**src/rtl/button_mmio_if.sv**
```systemverilog
// Processor data-memory port as seen by the button MMIO block:
// a load/store strobe with a word address, and registered read data with a hit flag.
interface button_mmio_if;
    logic [11:0] addr;
    logic        rEn;
    logic        wEn;
    logic [31:0] dataOut;
    logic        hit;

    modport master (output addr, rEn, wEn, input  dataOut, hit);
    modport slave  (input  addr, rEn, wEn, output dataOut, hit);
endinterface

```
**src/rtl/button_mmio.sv**
```systemverilog
// Two debounced push-buttons exposed to the processor as memory-mapped registers:
// read-to-clear press flags and a pair of saturating 8-bit press counters.
module button_mmio #(
    parameter int unsigned DEBOUNCE_CYCLES = 500000,
    parameter logic [11:0] ADDR_BTN1       = 12'd7,
    parameter logic [11:0] ADDR_BTN2       = 12'd8,
    parameter logic [11:0] ADDR_CNT        = 12'd9
) (
    input  logic               clock,
    input  logic               reset,
    input  logic [1:0]         btn_raw,
    button_mmio_if.slave       bus,
    output logic [1:0]         btn_level
);
    localparam int unsigned CW = $clog2(DEBOUNCE_CYCLES);
    localparam logic [CW-1:0] DB_TC = CW'(DEBOUNCE_CYCLES - 1);

    logic [1:0]         sync1_q, sync2_q;
    logic [1:0][CW-1:0] dbc_q, dbc_d;
    logic [1:0]         level_q, level_d;
    logic [1:0]         press_q, press_d;
    logic [1:0][7:0]    cnt_q, cnt_d;
    logic [31:0]        dout_q, dout_d;
    logic               hit_q, hit_d;

    logic               rd, wr_cnt;
    logic [1:0]         rd_clr, rise;

    always_comb begin
        level_d = level_q;
        dbc_d   = dbc_q;
        for (int i = 0; i < 2; i++) begin
            if (sync2_q[i] == level_q[i]) begin
                dbc_d[i] = '0;
            end else if (dbc_q[i] == DB_TC) begin
                dbc_d[i]   = '0;
                level_d[i] = sync2_q[i];
            end else begin
                dbc_d[i] = dbc_q[i] + CW'(1);
            end
        end
        rise = level_d & ~level_q;
    end

    // A simultaneous store wins over a load, so reads are qualified by !wEn.
    always_comb begin
        rd        = bus.rEn & ~bus.wEn;
        wr_cnt    = bus.wEn & (bus.addr == ADDR_CNT);
        rd_clr[0] = rd & (bus.addr == ADDR_BTN1);
        rd_clr[1] = rd & (bus.addr == ADDR_BTN2);

        hit_d  = 1'b0;
        dout_d = '0;
        if (rd_clr[0]) begin
            hit_d  = 1'b1;
            dout_d = {31'b0, press_q[0]};
        end else if (rd_clr[1]) begin
            hit_d  = 1'b1;
            dout_d = {31'b0, press_q[1]};
        end else if (rd & (bus.addr == ADDR_CNT)) begin
            hit_d  = 1'b1;
            dout_d = {16'b0, cnt_q[1], cnt_q[0]};
        end

        press_d = '0;
        cnt_d   = cnt_q;
        for (int i = 0; i < 2; i++) begin
            press_d[i] = rise[i] | (press_q[i] & ~rd_clr[i]);
            if (wr_cnt) begin
                cnt_d[i] = {7'b0, rise[i]};
            end else if (rise[i] && cnt_q[i] != 8'hFF) begin
                cnt_d[i] = cnt_q[i] + 8'd1;
            end
        end
    end

    always_ff @(posedge clock) begin
        if (reset) begin
            sync1_q <= '0;
            sync2_q <= '0;
            dbc_q   <= '0;
            level_q <= '0;
            press_q <= '0;
            cnt_q   <= '0;
            dout_q  <= '0;
            hit_q   <= 1'b0;
        end else begin
            sync1_q <= btn_raw;
            sync2_q <= sync1_q;
            dbc_q   <= dbc_d;
            level_q <= level_d;
            press_q <= press_d;
            cnt_q   <= cnt_d;
            dout_q  <= dout_d;
            hit_q   <= hit_d;
        end
    end

    assign bus.dataOut = dout_q;
    assign bus.hit     = hit_q;
    assign btn_level   = level_q;
endmodule
```
**src/flat_wrapper.sv**
```systemverilog
// flat-port wrapper written by rule: the top's interface ports become plain ports
module button_mmio_flat 
#(
    parameter int unsigned DEBOUNCE_CYCLES = 500000,
    parameter logic [11:0] ADDR_BTN1       = 12'd7,
    parameter logic [11:0] ADDR_BTN2       = 12'd8,
    parameter logic [11:0] ADDR_CNT        = 12'd9
)
  (clock, reset, btn_raw, btn_level, bus_addr, bus_rEn, bus_wEn, bus_dataOut, bus_hit);
  button_mmio_if bus_i ();
  input  logic clock;
  input  logic reset;
  input  logic [1:0] btn_raw;
  output logic [1:0] btn_level;
  input wire logic [$bits(bus_i.addr)-1:0] bus_addr;
  input wire logic [$bits(bus_i.rEn)-1:0] bus_rEn;
  input wire logic [$bits(bus_i.wEn)-1:0] bus_wEn;
  output wire logic [$bits(bus_i.dataOut)-1:0] bus_dataOut;
  output wire logic [$bits(bus_i.hit)-1:0] bus_hit;
  assign bus_i.addr = bus_addr;
  assign bus_i.rEn = bus_rEn;
  assign bus_i.wEn = bus_wEn;
  assign bus_dataOut = bus_i.dataOut;
  assign bus_hit = bus_i.hit;
  button_mmio #(.DEBOUNCE_CYCLES(DEBOUNCE_CYCLES), .ADDR_BTN1(ADDR_BTN1), .ADDR_BTN2(ADDR_BTN2), .ADDR_CNT(ADDR_CNT)) u_core (.clock(clock), .reset(reset), .btn_raw(btn_raw), .bus(bus_i), .btn_level(btn_level));
endmodule
```
**config.mk**
```make
export PLATFORM = sky130hd
export DESIGN_NAME = button_mmio_flat
export DESIGN_NICKNAME = d
export VERILOG_FILES = /design/src/rtl/button_mmio_if.sv /design/src/rtl/button_mmio.sv /design/src/flat_wrapper.sv
export SDC_FILE = /design/constraint.sdc
export NUM_CORES = 1
export LEC_CHECK = 0
export CAP_MARGIN = 0
export CELL_PAD_IN_SITES_DETAIL_PLACEMENT = 1
export CELL_PAD_IN_SITES_GLOBAL_PLACEMENT = 1
export CORE_UTILIZATION = 24
export DETAILED_ROUTE_END_ITERATION = 10
export PLACE_DENSITY = 0.54
export SLEW_MARGIN = 20
export SYNTH_ARGS = -nofsm -noshare
export SYNTH_HDL_FRONTEND = slang
export SYNTH_SLANG_ARGS = --single-unit
```
**constraint.sdc**
```tcl
create_clock -name clock -period 3.85 [get_ports clock]
set_clock_uncertainty 0.15 [all_clocks]
set_input_delay 0.385 -clock clock [delete_from_list [all_inputs] [get_ports clock]]
set_output_delay 0.385 -clock clock [all_outputs]
set_load 0.1 [all_outputs]
```
==> impl_metrics.toml <==
[sta]
fmax_mhz = 399.2
max_slew_margin_pct = 32.92
fin_crit_sh_pct = 65.07
grt_setup_unrepaired = "false"
slew_violations = 0
tightest_slew_ps = 1003
setup_viol = 0
timing.setup.tns_ps = 0
fin_crit_ps = 2505
timing_hold_violations_final = 0

[placed_design]
gp_congestion = 0.7330
placed_area_um2 = 3910
place.port_buffers = 36
dp_hpwl_um = 5705

[die]
start_util_pct = 24.68
core_area_um2 = 13880
rows = 43
die-area_um2 = 14760
ioPinCount = 53
die_x_um = 121.5
die_h_um = 121.5

[synth]
yosysSeqAreaShare_pct = 46.17
synthSimpleGateAreaFrac_pct = 30.68
synth_top_area_share_pct = 46.17
syn_avg_cell_area_um2 = 9.039
synthMuxAreaShare_pct = 1.169
synth_edf_count = 0
yosys.cell_types.count = 44
yosysTopAreaCell = "dfxtp_1"
synth_xor_xnor_area_share_pct = 10.48
netlist_top_cells_area = "dfxtp_1, nor2_1, xor2_1"
synth_compound_area_share_pct = 4.127
yosysWarnings = 0
ys_async_sr_fraction_pct = 0
synth-main-ff-cell = "dfxtp_1"
synthAdderAreaFrac_pct = 1.461
ys_ff_latch = 79
syn_inst = 379
synth_top_family_by_area = "simple AND/OR/NAND/NOR gates"
syn-cell-area_um2 = 3426

[global_routing]
grt_pass1_wl_um = 12580
grt_pass1_vias = 2533
grt_antenna_before_repair = 0
gr-total-overflow = 0
grt_start_max_net_pins = 19
grtUsageTotal_pct = 11.09

[setup_path]
worst-path-max-fanout = 7
r2r-end = "u_core.cnt_q[7]"
worst-path-buf-inv = 0
crit_slowest_cell = "or3_1"
path_delay_family = "simple AND/OR/NAND/NOR gates"
cp_cell_sequence = "ha_1 > nand3_2 > or3_1 > nor4_4 > or4b_1 > o21ai_1"
end_kind = "register"
worstSetupEndpoint = "u_core.cnt_q[7]"
arrival_ps = 2620
reg2reg_depth = 6
r2r-start = "u_core.dbc_q[0]"
criticalPathCategory = "reg -> reg"
startpoint_type = "register"
rrSetupSlack_ps = 1340
critical_path.max_stage_delay_ps = 520
cp.depth = 6
crit_start = "u_core.dbc_q[0]"
cp.required_ps = 3960

[power_and_ir_drop]
ir_worst_vdd_v = 0.0002288
leakage_uw = 0.001417
p_per_area_nw_per_um2 = 426.8

[detailed_routing]
drtIter0Drc = 93
wl_per_cell_um = 12.95
viasPerCell = 4.430
vias = 2667
dr.pass1.iters = 3
final_antenna_net_count = 0
wl_um = 7795
drc_errors = 0

[clock_network]
post_cts_resize_count = 0
root_buffer = "clkbuf_16"
clk_pin_slew_ps = 60
cts_tree = "built"
hold_buffers = 0
clockBufferDepth = 2
cts_buffers = 9
cts_sinks = 79
clk_latency_ps = 330
htreeDepth = 3
post_cts_buffers = 0

[layout]
diodes = 0
drive_above_1_share_pct = 6.161
fin_area_um2 = 4220
nets = 439
area_growth_pct = 23.19

[run_status]
status = "finished clean"

[job]
maxCapViolations = 0

[worst_hold_path]
hold_path_class = "reg -> reg"
## cell families (layout without fill, tap and decap cells)
| kind of cell | after synthesis | after routing |
|---|---|---|
| xor+xnor | 41 | 41 |
| simple gates | 192 | 192 |
| buf+inv | 34 | 62 |
| compound gates | 24 | 24 |
| fa+ha+maj | 4 | 4 |
| mux | 4 | 4 |
| other cells | 1 | 16 |
| flops | 79 | 79 |
## worst min path at each step
stage / start / end / slack [ps] / cells past startpoint
final: u_core.sync1_q[1] / u_core.sync2_q[1] / 290 / 1
after CTS: u_core.sync1_q[0] / u_core.sync2_q[0] / 290 / 1
after global placement: u_core.sync1_q[0] / u_core.sync2_q[0] / 270 / 1
after detailed placement: u_core.sync1_q[0] / u_core.sync2_q[0] / 280 / 1
after global routing: u_core.sync1_q[1] / u_core.sync2_q[1] / 310 / 1
after floorplan: u_core.sync1_q[0] / u_core.sync2_q[0] / 260 / 1
## metrics by stage
step                cells  power [uW]  setup slack [ps]  hold WS, ps  util, %
floorplan             394       932.7              1603        263.8        -
detailed placement    586       944.1              1068        278.3    28.17
global route          602        1873              1168        305.2    30.40
global placement      586       943.2              1164        274.6    28.17
finish                602        1801              1345        287.6    30.40
CTS                   602        1830              1307        292.4    30.40
## state kept, by name, indices dropped and copies added (netlist names)
name	flops
u_core.sync1_q	2
u_core.cnt_q	16
u_core.bus.hit	1
u_core.btn_level	2
u_core.bus.dataOut	16
u_core.sync2_q	2
u_core.press_q	2
u_core.dbc_q	38
## where the power goes
| group | internal, uW | switching [uW] | leakage, uW |
|---|---|---|---|
| Combinational | 20.6 | 83.4 | 0.000635 |
| Sequential | 820 | 1.55 | 0.000637 |
| Clock | 539 | 337 | 0.000145 |
| Total | 1380 | 422 | 0.00142 |
## routing by layer
metal	GRT usage [%]	vias up	wire (um)
met5	0	-	0
met4	4.167	0	122
met3	3.242	8	383
met2	17.68	45	3562
met1	14.01	1276	3726
li1	-	1338	-
## placed cells by master, fill, tap and decap left out, types with 8 or more instances in the layout
cell type	Yosys	layout
a21oi_1	11	11
and2_1	15	15
and4_1	8	8
clkbuf_16	0	9
clkdlybuf4s50_1	0	36
conb_1	1	16
dfxtp_1	79	79
inv_1	9	9
nand2_1	18	18
nand3_1	19	19
nand4_1	16	16
nor2_1	64	64
xnor2_1	19	19
xor2_1	22	22
## area by class of cell
type | instances | area (um2)
Sequential cell | 79 | 1582
Fill cell | 1621 | 9661
Multi-Input combinational cell | 281 | 1702
Clock buffer | 12 | 256.5
Timing Repair Buffer | 37 | 367.9
Clock inverter | 4 | 53.80
Tap cell | 180 | 225.2
Inverter | 9 | 33.78
## synth_stat cells (2+ instances only)
cell / number
dfxtp_1: 79
nor2_1: 64
xor2_1: 22
nand3_1: 19
xnor2_1: 19
nand2_1: 18
buf_4: 16
nand4_1: 16
and2_1: 15
a21oi_1: 11
inv_1: 9
and4_1: 8
and3_1: 7
nor4_1: 7
nor2b_1: 6
o21ai_0: 6
nor3_1: 5
nor4b_1: 5
clkbuf_1: 4
ha_1: 4
mux2i_1: 4
nand2b_1: 4
buf_2: 3
or2_2: 3
or3_1: 3
a31o_2: 2
nand3b_1: 2
nand4b_1: 2
Power figures use the tool's default switching activity.
